[config.mk]
export PLATFORM = sky130hd
export DESIGN_NAME = dma_in_flat
export DESIGN_NICKNAME = d
export VERILOG_FILES = /design/src/rtl/dma_in_if.sv /design/src/rtl/dma_in.sv /design/src/flat_wrapper.sv
export SDC_FILE = /design/constraint.sdc
export NUM_CORES = 1
export LEC_CHECK = 0
export ABC_AREA = 1
export CAP_MARGIN = 10
export CORE_MARGIN = 1
export CORE_UTILIZATION = 27
export DETAILED_ROUTE_END_ITERATION = 8
export MAX_ROUTING_LAYER = met4
export PLACE_DENSITY = 0.44
export SYNTH_ARGS = -nofsm -noshare
export SYNTH_HDL_FRONTEND = slang
export SYNTH_SLANG_ARGS = --single-unit
[constraint.sdc]
create_clock -name clk -period 9 [get_ports clk]
set_clock_uncertainty 0.15 [all_clocks]
set_input_delay 2.25 -clock clk [delete_from_list [all_inputs] [get_ports clk]]
set_output_delay 2.25 -clock clk [all_outputs]
set_load 0.02 [all_outputs]
[src/rtl/dma_in_if.sv]
// Handshake bundle for dma_in: config descriptor, crossbar stream in, memory write port out.
// master = crossbar/config/memory side, slave = the DMA channel itself.
interface dma_in_if #(
  parameter int unsigned WIDTH = 32
) ();
  logic             config_valid;
  logic             config_ready;
  logic [31:0]      config_payload_startAddr;
  logic [31:0]      config_payload_length;
  logic [31:0]      config_payload_timerInit;
  logic             config_payload_reverse;

  logic [WIDTH-1:0] t1_data;
  logic             t1_last;
  logic             t1_valid;
  logic             t1_ready;

  logic [31:0]      i0_addr;
  logic [WIDTH-1:0] i0_data;
  logic             i0_valid;
  logic             i0_ready;

  modport master (
    output config_valid, config_payload_startAddr, config_payload_length,
           config_payload_timerInit, config_payload_reverse,
    input  config_ready,
    output t1_data, t1_last, t1_valid,
    input  t1_ready,
    input  i0_addr, i0_data, i0_valid,
    output i0_ready
  );

  modport slave (
    input  config_valid, config_payload_startAddr, config_payload_length,
           config_payload_timerInit, config_payload_reverse,
    output config_ready,
    input  t1_data, t1_last, t1_valid,
    output t1_ready,
    output i0_addr, i0_data, i0_valid,
    input  i0_ready
  );
endinterface

[src/rtl/dma_in.sv]
// Stream-to-memory DMA channel: buffers crossbar words in a first-word fall-through FIFO
// and writes them to consecutive addresses under control of a latched descriptor.
module dma_in #(
  parameter int unsigned DEPTH = 32,
  parameter int unsigned WIDTH = 32
) (
  input  logic        clk,
  input  logic        srst,
  dma_in_if.slave     bus,
  input  logic [31:0] ctimer,
  input  logic        dmaReset,
  output logic [31:0] status,
  output logic        strobe_complete,
  output logic        interrupt,
  input  logic        interrupt_clear
);

  localparam int unsigned AW = $clog2(DEPTH);

  typedef enum logic [1:0] {
    WAIT   = 2'd0,
    ACTIVE = 2'd1
  } state_t;

  state_t           state_q;
  logic [31:0]      addr_q;
  logic [31:0]      len_q;
  logic [31:0]      target_q;
  logic [31:0]      in_cnt_q;
  logic [31:0]      out_cnt_q;
  logic             reverse_q;
  logic             early_q;
  logic             strobe_q;
  logic             irq_q;
  logic [AW:0]      wr_ptr_q, wr_ptr_d;
  logic [AW:0]      rd_ptr_q, rd_ptr_d;
  logic [WIDTH-1:0] mem_q [DEPTH];

  logic active;
  logic fifo_empty;
  logic fifo_full;
  logic push;
  logic pop;
  logic done;
  logic timer_hit;
  logic start;
  logic skip;

  always_comb begin
    active     = (state_q == ACTIVE);
    fifo_empty = (wr_ptr_q == rd_ptr_q);
    fifo_full  = (wr_ptr_q[AW] != rd_ptr_q[AW]) &&
                 (wr_ptr_q[AW-1:0] == rd_ptr_q[AW-1:0]);

    bus.t1_ready = active && !fifo_full && (in_cnt_q < target_q) && !dmaReset;
    // Writes are held off during an abort so completion and abort never coincide.
    bus.i0_valid = active && !fifo_empty && !dmaReset;
    bus.i0_data  = mem_q[rd_ptr_q[AW-1:0]];
    bus.i0_addr  = addr_q;

    push = bus.t1_valid && bus.t1_ready;
    pop  = bus.i0_valid && bus.i0_ready;
    done = pop && ((out_cnt_q + 32'd1) == target_q);

    timer_hit = (ctimer == bus.config_payload_timerInit) ||
                (bus.config_payload_timerInit == '1);
    start = !active && bus.config_valid && (bus.config_payload_length != '0) && timer_hit;
    skip  = !active && bus.config_valid && (bus.config_payload_length == '0);

    bus.config_ready = skip || (active && (dmaReset || done));

    wr_ptr_d = wr_ptr_q;
    rd_ptr_d = rd_ptr_q;
    if (dmaReset) begin
      wr_ptr_d = '0;
      rd_ptr_d = '0;
    end else begin
      if (push) wr_ptr_d = wr_ptr_q + 1'b1;
      if (pop)  rd_ptr_d = rd_ptr_q + 1'b1;
    end

    status          = {state_q, early_q, 5'b0, out_cnt_q[23:0]};
    strobe_complete = strobe_q;
    interrupt       = irq_q;
  end

  always_ff @(posedge clk) begin
    if (push) mem_q[wr_ptr_q[AW-1:0]] <= bus.t1_data;
  end

  always_ff @(posedge clk) begin
    if (srst) begin
      state_q   <= WAIT;
      addr_q    <= '0;
      len_q     <= '0;
      target_q  <= '0;
      in_cnt_q  <= '0;
      out_cnt_q <= '0;
      reverse_q <= 1'b0;
      early_q   <= 1'b0;
      strobe_q  <= 1'b0;
      irq_q     <= 1'b0;
      wr_ptr_q  <= '0;
      rd_ptr_q  <= '0;
    end else begin
      wr_ptr_q <= wr_ptr_d;
      rd_ptr_q <= rd_ptr_d;
      strobe_q <= done;
      irq_q    <= done || (irq_q && !interrupt_clear);

      case (state_q)
        WAIT: begin
          if (start) begin
            state_q   <= ACTIVE;
            addr_q    <= bus.config_payload_startAddr;
            len_q     <= bus.config_payload_length;
            target_q  <= bus.config_payload_length;
            reverse_q <= bus.config_payload_reverse;
            early_q   <= 1'b0;
            in_cnt_q  <= '0;
            out_cnt_q <= '0;
          end
        end
        ACTIVE: begin
          if (dmaReset) begin
            state_q <= WAIT;
          end else begin
            if (push) begin
              in_cnt_q <= in_cnt_q + 32'd1;
              // A last marker before the programmed length shrinks the transfer.
              if (bus.t1_last && ((in_cnt_q + 32'd1) < len_q)) begin
                target_q <= in_cnt_q + 32'd1;
                early_q  <= 1'b1;
              end
            end
            if (pop) begin
              out_cnt_q <= out_cnt_q + 32'd1;
              addr_q    <= reverse_q ? (addr_q - 32'd1) : (addr_q + 32'd1);
            end
            if (done) state_q <= WAIT;
          end
        end
        default: state_q <= WAIT;
      endcase
    end
  end

endmodule

[src/flat_wrapper.sv]
// flat-port wrapper written by rule: the top's interface ports become plain ports
module dma_in_flat 
#(
  parameter int unsigned DEPTH = 32,
  parameter int unsigned WIDTH = 32
)
  (clk, srst, ctimer, dmaReset, status, strobe_complete, interrupt, interrupt_clear, bus_config_valid, bus_config_payload_startAddr, bus_config_payload_length, bus_config_payload_timerInit, bus_config_payload_reverse, bus_config_ready, bus_t1_data, bus_t1_last, bus_t1_valid, bus_t1_ready, bus_i0_addr, bus_i0_data, bus_i0_valid, bus_i0_ready);
  dma_in_if #(.WIDTH(WIDTH)) bus_i ();
  input  logic clk;
  input  logic srst;
  input  logic [31:0] ctimer;
  input  logic dmaReset;
  output logic [31:0] status;
  output logic strobe_complete;
  output logic interrupt;
  input  logic interrupt_clear;
  input wire logic [$bits(bus_i.config_valid)-1:0] bus_config_valid;
  input wire logic [$bits(bus_i.config_payload_startAddr)-1:0] bus_config_payload_startAddr;
  input wire logic [$bits(bus_i.config_payload_length)-1:0] bus_config_payload_length;
  input wire logic [$bits(bus_i.config_payload_timerInit)-1:0] bus_config_payload_timerInit;
  input wire logic [$bits(bus_i.config_payload_reverse)-1:0] bus_config_payload_reverse;
  output wire logic [$bits(bus_i.config_ready)-1:0] bus_config_ready;
  input wire logic [$bits(bus_i.t1_data)-1:0] bus_t1_data;
  input wire logic [$bits(bus_i.t1_last)-1:0] bus_t1_last;
  input wire logic [$bits(bus_i.t1_valid)-1:0] bus_t1_valid;
  output wire logic [$bits(bus_i.t1_ready)-1:0] bus_t1_ready;
  output wire logic [$bits(bus_i.i0_addr)-1:0] bus_i0_addr;
  output wire logic [$bits(bus_i.i0_data)-1:0] bus_i0_data;
  output wire logic [$bits(bus_i.i0_valid)-1:0] bus_i0_valid;
  input wire logic [$bits(bus_i.i0_ready)-1:0] bus_i0_ready;
  assign bus_i.config_valid = bus_config_valid;
  assign bus_i.config_payload_startAddr = bus_config_payload_startAddr;
  assign bus_i.config_payload_length = bus_config_payload_length;
  assign bus_i.config_payload_timerInit = bus_config_payload_timerInit;
  assign bus_i.config_payload_reverse = bus_config_payload_reverse;
  assign bus_config_ready = bus_i.config_ready;
  assign bus_i.t1_data = bus_t1_data;
  assign bus_i.t1_last = bus_t1_last;
  assign bus_i.t1_valid = bus_t1_valid;
  assign bus_t1_ready = bus_i.t1_ready;
  assign bus_i0_addr = bus_i.i0_addr;
  assign bus_i0_data = bus_i.i0_data;
  assign bus_i0_valid = bus_i.i0_valid;
  assign bus_i.i0_ready = bus_i0_ready;
  dma_in #(.DEPTH(DEPTH), .WIDTH(WIDTH)) u_core (.clk(clk), .srst(srst), .bus(bus_i), .ctimer(ctimer), .dmaReset(dmaReset), .status(status), .strobe_complete(strobe_complete), .interrupt(interrupt), .interrupt_clear(interrupt_clear));
endmodule
* After elaboration in Yosys (flattened, before gate mapping)
Memories as Yosys holds them, arrays and structs flattened. A register that Yosys moved wholly into a read port is not among the register bits.
Cells that the tools add are included.
** Storage, ports and cells
- Register bits after elaboration :: 178
- Memories kept :: 1
- Logic and storage cells :: 99
- Output and inout port bits :: 101
- Bits in writable memories :: 1024
- Memory bits (read-only) :: 0
- Latch bits :: 0
- Input port bits :: 169
** Cells by class
- $lt $le $gt $ge :: 2
- Multipliers :: 0
- Reduce and logical (&&, ||, !) cells :: 35
- Shift-type cells :: 0
- Divide/modulo/power cells :: 0
- Mux-type cells :: 30
- Add/sub/neg operators :: 6
- Equal/unequal tests :: 13
- Bitwise gates (word level) :: 0
** Memory list
- u_core.mem_q :: words 32, bits a word 32, read ports 1, clocked after memory_dff 1, wr ports 1, line dma_in.sv:37 : logic [WIDTH-1:0] mem_q [DEPTH];
** Operators with widths (number)
- $mux W32 :: 13
- $pmux W32 S2 :: 4
- $add A32 B1 Y32 const B :: 3
- $eq A32 B32 Y1 :: 2
- $lt A32 B32 Y1 :: 2
- $eq A32 B32 Y1 const B :: 1
- $logic_not A32 Y1 :: 1
- $reduce_bool A32 Y1 :: 1
- $sub A32 B1 Y32 const B :: 1
- $logic_and A1 B1 Y1 :: 16
- $add A6 B1 Y6 const B :: 2
- $mux W5 :: 2
- $ne A2 B2 Y1 const B :: 4
- $reduce_and A4 Y1 :: 2
- $eq A6 B6 Y1 :: 1
- $mux W1 :: 6
- $mux W2 :: 3
- $eq A5 B5 Y1 :: 1
- $logic_not A1 Y1 :: 5
- $reduce_and A5 Y1 :: 1
- $logic_or A1 B1 Y1 :: 4
- $pmux W2 S2 :: 1
- $reduce_and A2 Y1 :: 2
- $ne A3 B3 Y1 const B :: 1
- other kinds (7) :: 7

* Logic depth before layout (Yosys ltp)
- Depth after elaboration :: 10
- Mapped depth :: 27
- Gate-level depth less buffers :: 26

* Worst setup path before layout
No wires, ideal clock.
- Path type :: input port to flip-flop
- Start :: input port dmaReset
- End :: memory u_core.mem_q[31][0], enable pin
- Buffers on the path :: 0
- Library setup time :: 0.461 ns
- Cell stages on the path :: 8
- Arrival :: 5.564 ns
- Path slack :: 2.825 ns
- Required time :: 8.389 ns
- Path through :: nor2_4 inv_2 a211o_1 a211oi_2 nand3_2 inv_1 nand2_1 nor3_1
** Between the ends
- Cells in the longest elaborated chain, start to end :: 5
** RTL lines
- start: declaration :: line flat_wrapper.sv:12 : input logic dmaReset;
- $logic_not A1 Y1 :: line dma_in.sv:55 : bus.t1_ready = active && !fifo_full && (in_cnt_q < target_q) && !dmaReset;
- $logic_and A1 B1 Y1 :: line dma_in.sv:55
- $logic_and A1 B1 Y1 :: line dma_in.sv:61 : push = bus.t1_valid && bus.t1_ready;
- $mux W1 :: line dma_in.sv:88 : if (push) mem_q[wr_ptr_q[AW-1:0]] <= bus.t1_data;
- $mux W1 (not written as such) :: line dma_in.sv:88
- end: declaration :: line dma_in.sv:37
No other way between the ends.

* Worst setup path after layout
- Start :: input port bus_config_payload_length[25]
- End :: output port bus_config_ready
** Between the ends
- Cells in the longest elaborated chain, start to end :: 3
** RTL lines
- start: declaration :: line flat_wrapper.sv:19 : input wire logic [$bits(bus_i.config_payload_length)-1:0] bus_config_payload_length;
- $logic_not A32 Y1 :: line dma_in.sv:68 : skip = !active && bus.config_valid && (bus.config_payload_length == '0);
- $logic_and A1 B1 Y1 :: line dma_in.sv:68
- $logic_or A1 B1 Y1 :: line dma_in.sv:70 : bus.config_ready = skip || (active && (dmaReset || done));
- end: declaration :: line flat_wrapper.sv:22 : output wire logic [$bits(bus_i.config_ready)-1:0] bus_config_ready;
No other way between the ends.

==> results.json <==
{
  "max-vdd-ir-drop_mv": 0.181,
  "min_period_ns": 7.86,
  "postCtsHoldBufs": 0,
  "vias_per_cell": 4.95,
  "synth_top_area_frac": 0.571,
  "yosysMostFrequentCell": "edfxtp_1",
  "period_share": 0.873,
  "core.rowCount": 163,
  "hold_violations": 0,
  "setup_violations": 0,
  "worst_setup_path_end_kind": "output pin",
  "cp.required_ns": 6.60,
  "routed_wirelength_mm": 184,
  "cts_buffer_depth": 3,
  "status": "completed",
  "maxCapViolCount": 0,
  "io_pins": 270,
  "pre_cts_ws_ns": 1.08,
  "coreArea_um2": 198000,
  "arrival_ns": 5.46,
  "ctsResizeCount": 0,
  "clock-sinks": 1206,
  "clk_pin_slew_worst_paths_ns": 0.06,
  "synth-seq-cells": 1206,
  "leakagePower_nw": 21.9,
  "clockRootBuffer": "clkbuf_16",
  "reg2regPathDepth": 14,
  "async_flop_share": 0,
  "grt_pass1_wl_mm": 269,
  "startpoint_type": "input port",
  "slew_viol_final": 0,
  "grt_pass1_vias": 38900,
  "tightestPinTransition_ns": 1.26,
  "antenna_found_initial": 8,
  "vias": 39400,
  "ys_seq_area_frac": 0.639,
  "fillers": 20100,
  "ys.flop_type": "edfxtp_1",
  "drtAntennaViolNets": 0,
  "die_h_um": 449,
  "numCtsBuffers": 143,
  "grt_setup_unrepaired": "no",
  "insertion_delay_ns": 0.80,
  "grt_usage": 0.184,
  "synth_area_leaders": "edfxtp_1, o21ai_0, dfxtp_1",
  "start_util": 0.272,
  "maxSlewHeadroom": 0.158,
  "synthTopCellsByCount": "edfxtp_1, nor2_1, o21ai_0, nand2_1, inv_1",
  "htree_levels": 4,
  "power_density_nw_per_um2": 187,
  "cts_setup_buffers": 0,
  "setup_slack_ns": 1.14,
  "final_layout_size_suffix_gt1_frac": 0.0743,
  "dieWidth_um": 449,
  "avgSynthCellArea_um2": 10.7,
  "final.setup.tns_ns": 0,
  "synth_edf_count": 1024,
  "drc": 0,
  "syn_to_final_growth_pct": 19.2,
  "grt.overflow.total": 0,
  "netlist-cell-type-count": 55,
  "first_pass_iters": 6,
  "dp_hpwl_mm": 110,
  "wl_per_cell_um": 23.0,
  "syn_inst": 5034,
  "yosys.area.top_type": "edfxtp_1",
  "worstSetupPathType": "input port to output pin",
  "hp-class": "flop to flop",
  "placement.io_buffers": 263,
  "drt_iter0_drc": 3375,
  "place.gp.congestion": 0.870,
  "tritoncts": "yes",
  "fp.dieArea_um2": 201000,
  "max_freq_mhz": 127,
  "nNetsFinal": 5487,
  "yosysWarnings": 0,
  "hold_depth": 2,
  "netlist_area_um2": 53800,
  "grt_max_degree": 200,
  "worstPathMaxFanout": 2
}
-- state kept, by name, summed over array words and instances, names as in the netlist, named ones only --
| name | count |
|---|---|
| u_core.bus.i0_addr | 32 |
| u_core.early_q | 1 |
| u_core.in_cnt_q | 32 |
| u_core.interrupt | 1 |
| u_core.len_q | 32 |
| u_core.mem_q | 1024 |
| u_core.out_cnt_q | 32 |
| u_core.rd_ptr_q | 6 |
| u_core.reverse_q | 1 |
| u_core.state_q | 1 |
| u_core.strobe_complete | 1 |
| u_core.target_q | 32 |
| u_core.wr_ptr_q | 6 |
-- report_power, final --
part / switching (mW) / internal, mW / leakage (nW) / total (mW)
clock network: 2.46 / 3.27 / 2.22 / 5.73
logic: 0.140 / 0.0940 / 9.00 / 0.234
registers: 0.00000000160 / 6.05 / 10.7 / 6.05
total: 2.60 / 9.41 / 21.9 / 12.0
-- through the flow --
stage	instance area, um2	hold WS [ns]	power, mW	utilization	instances
floorplan	53900	0.277	6.21	-	5039
global placement	59400	0.314	6.40	0.301	7708
detailed placement	59500	0.321	6.40	0.301	7709
CTS	64100	0.334	12.1	0.324	7966
global route	64200	0.363	12.4	0.325	7972
finish	64200	0.334	12.0	0.325	7972
-- worst paths after layout --
| kind | start | end | slack [ns] |
|---|---|---|---|
| max reg2reg | u_core.in_cnt_q[7]$_SDFFE_PP0P_ | u_core.mem_q[22][22]$_DFFE_PP_ | 3.99 |
| max | bus_config_payload_length[25] | bus_config_ready | 1.14 |
| min reg2reg | u_core.target_q[19]$_SDFFE_PP0P_ | u_core.target_q[19]$_SDFFE_PP0P_ | 0.33 |
| min | u_core.target_q[19]$_SDFFE_PP0P_ | u_core.target_q[19]$_SDFFE_PP0P_ | 0.33 |
-- layout make-up --
| type | instances | area (um2) | area share |
|---|---|---|---|
| multi-input combinational | 3247 | 17400 | 0.270 |
| antenna | 2 | 5.00 | 0.0000780 |
| inverter | 262 | 1010 | 0.0157 |
| clock inverter | 73 | 825 | 0.0129 |
| tap | 2640 | 3300 | 0.0515 |
| sequential | 1206 | 34400 | 0.536 |
| timing repair buffer | 358 | 3470 | 0.0541 |
| clock buffer | 184 | 3780 | 0.0590 |
-- cells by family (layout without fill, tap and decap cells) --
logic type      count (synthesis)  count (layout)  synth area share
xor+xnor                       72              72            0.0125
compound gates               1309            1309             0.143
buf+inv                       586             877            0.0440
other cells                     1               8         0.0000696
simple gates                 1759            1759             0.139
flops                        1206            1206             0.639
mux                             1               1          0.000186
fa+ha+maj                     100             100            0.0234
-- critical path: stages --
cell	delay [ns]
clkdlybuf4s50_1	0.45
nor4_2	0.74
nand4_1	0.38
nor3_1	0.51
buf_4	0.20
o21ai_0	0.08
nand2_1	0.18
clkdlybuf4s50_1	0.64
-- per-layer routing --
metal / vias to the layer above / wire length, um / track usage / share of wire
li1: 18600 / - / - / -
met1: 19700 / 83000 / 0.239 / 0.45
met2: 927 / 89000 / 0.301 / 0.48
met3: 253 / 7540 / 0.0241 / 0.041
met4: 0 / 4170 / 0.0485 / 0.023
met5: - / 0 / - / 0
-- cell usage in the layout (no fill, tap or decap), types with 29 or more instances in the layout --
master	netlist	layout
a21oi_1	197	197
a31oi_1	35	35
a32oi_1	29	29
buf_4	34	86
clkbuf_1	251	37
clkbuf_16	0	146
clkdlybuf4s50_1	0	262
dfxtp_1	182	177
edfxtp_1	1024	1024
ha_1	99	99
inv_1	253	251
nand2_1	497	497
nand3_1	223	223
nand4_1	51	51
nor2_1	862	831
nor2_4	5	36
nor3_1	32	31
o21ai_0	737	737
o221ai_1	204	204
o22ai_1	52	52
xnor2_1	37	37
xor2_1	31	31
Note: power is estimated with default switching activity, not from simulation.
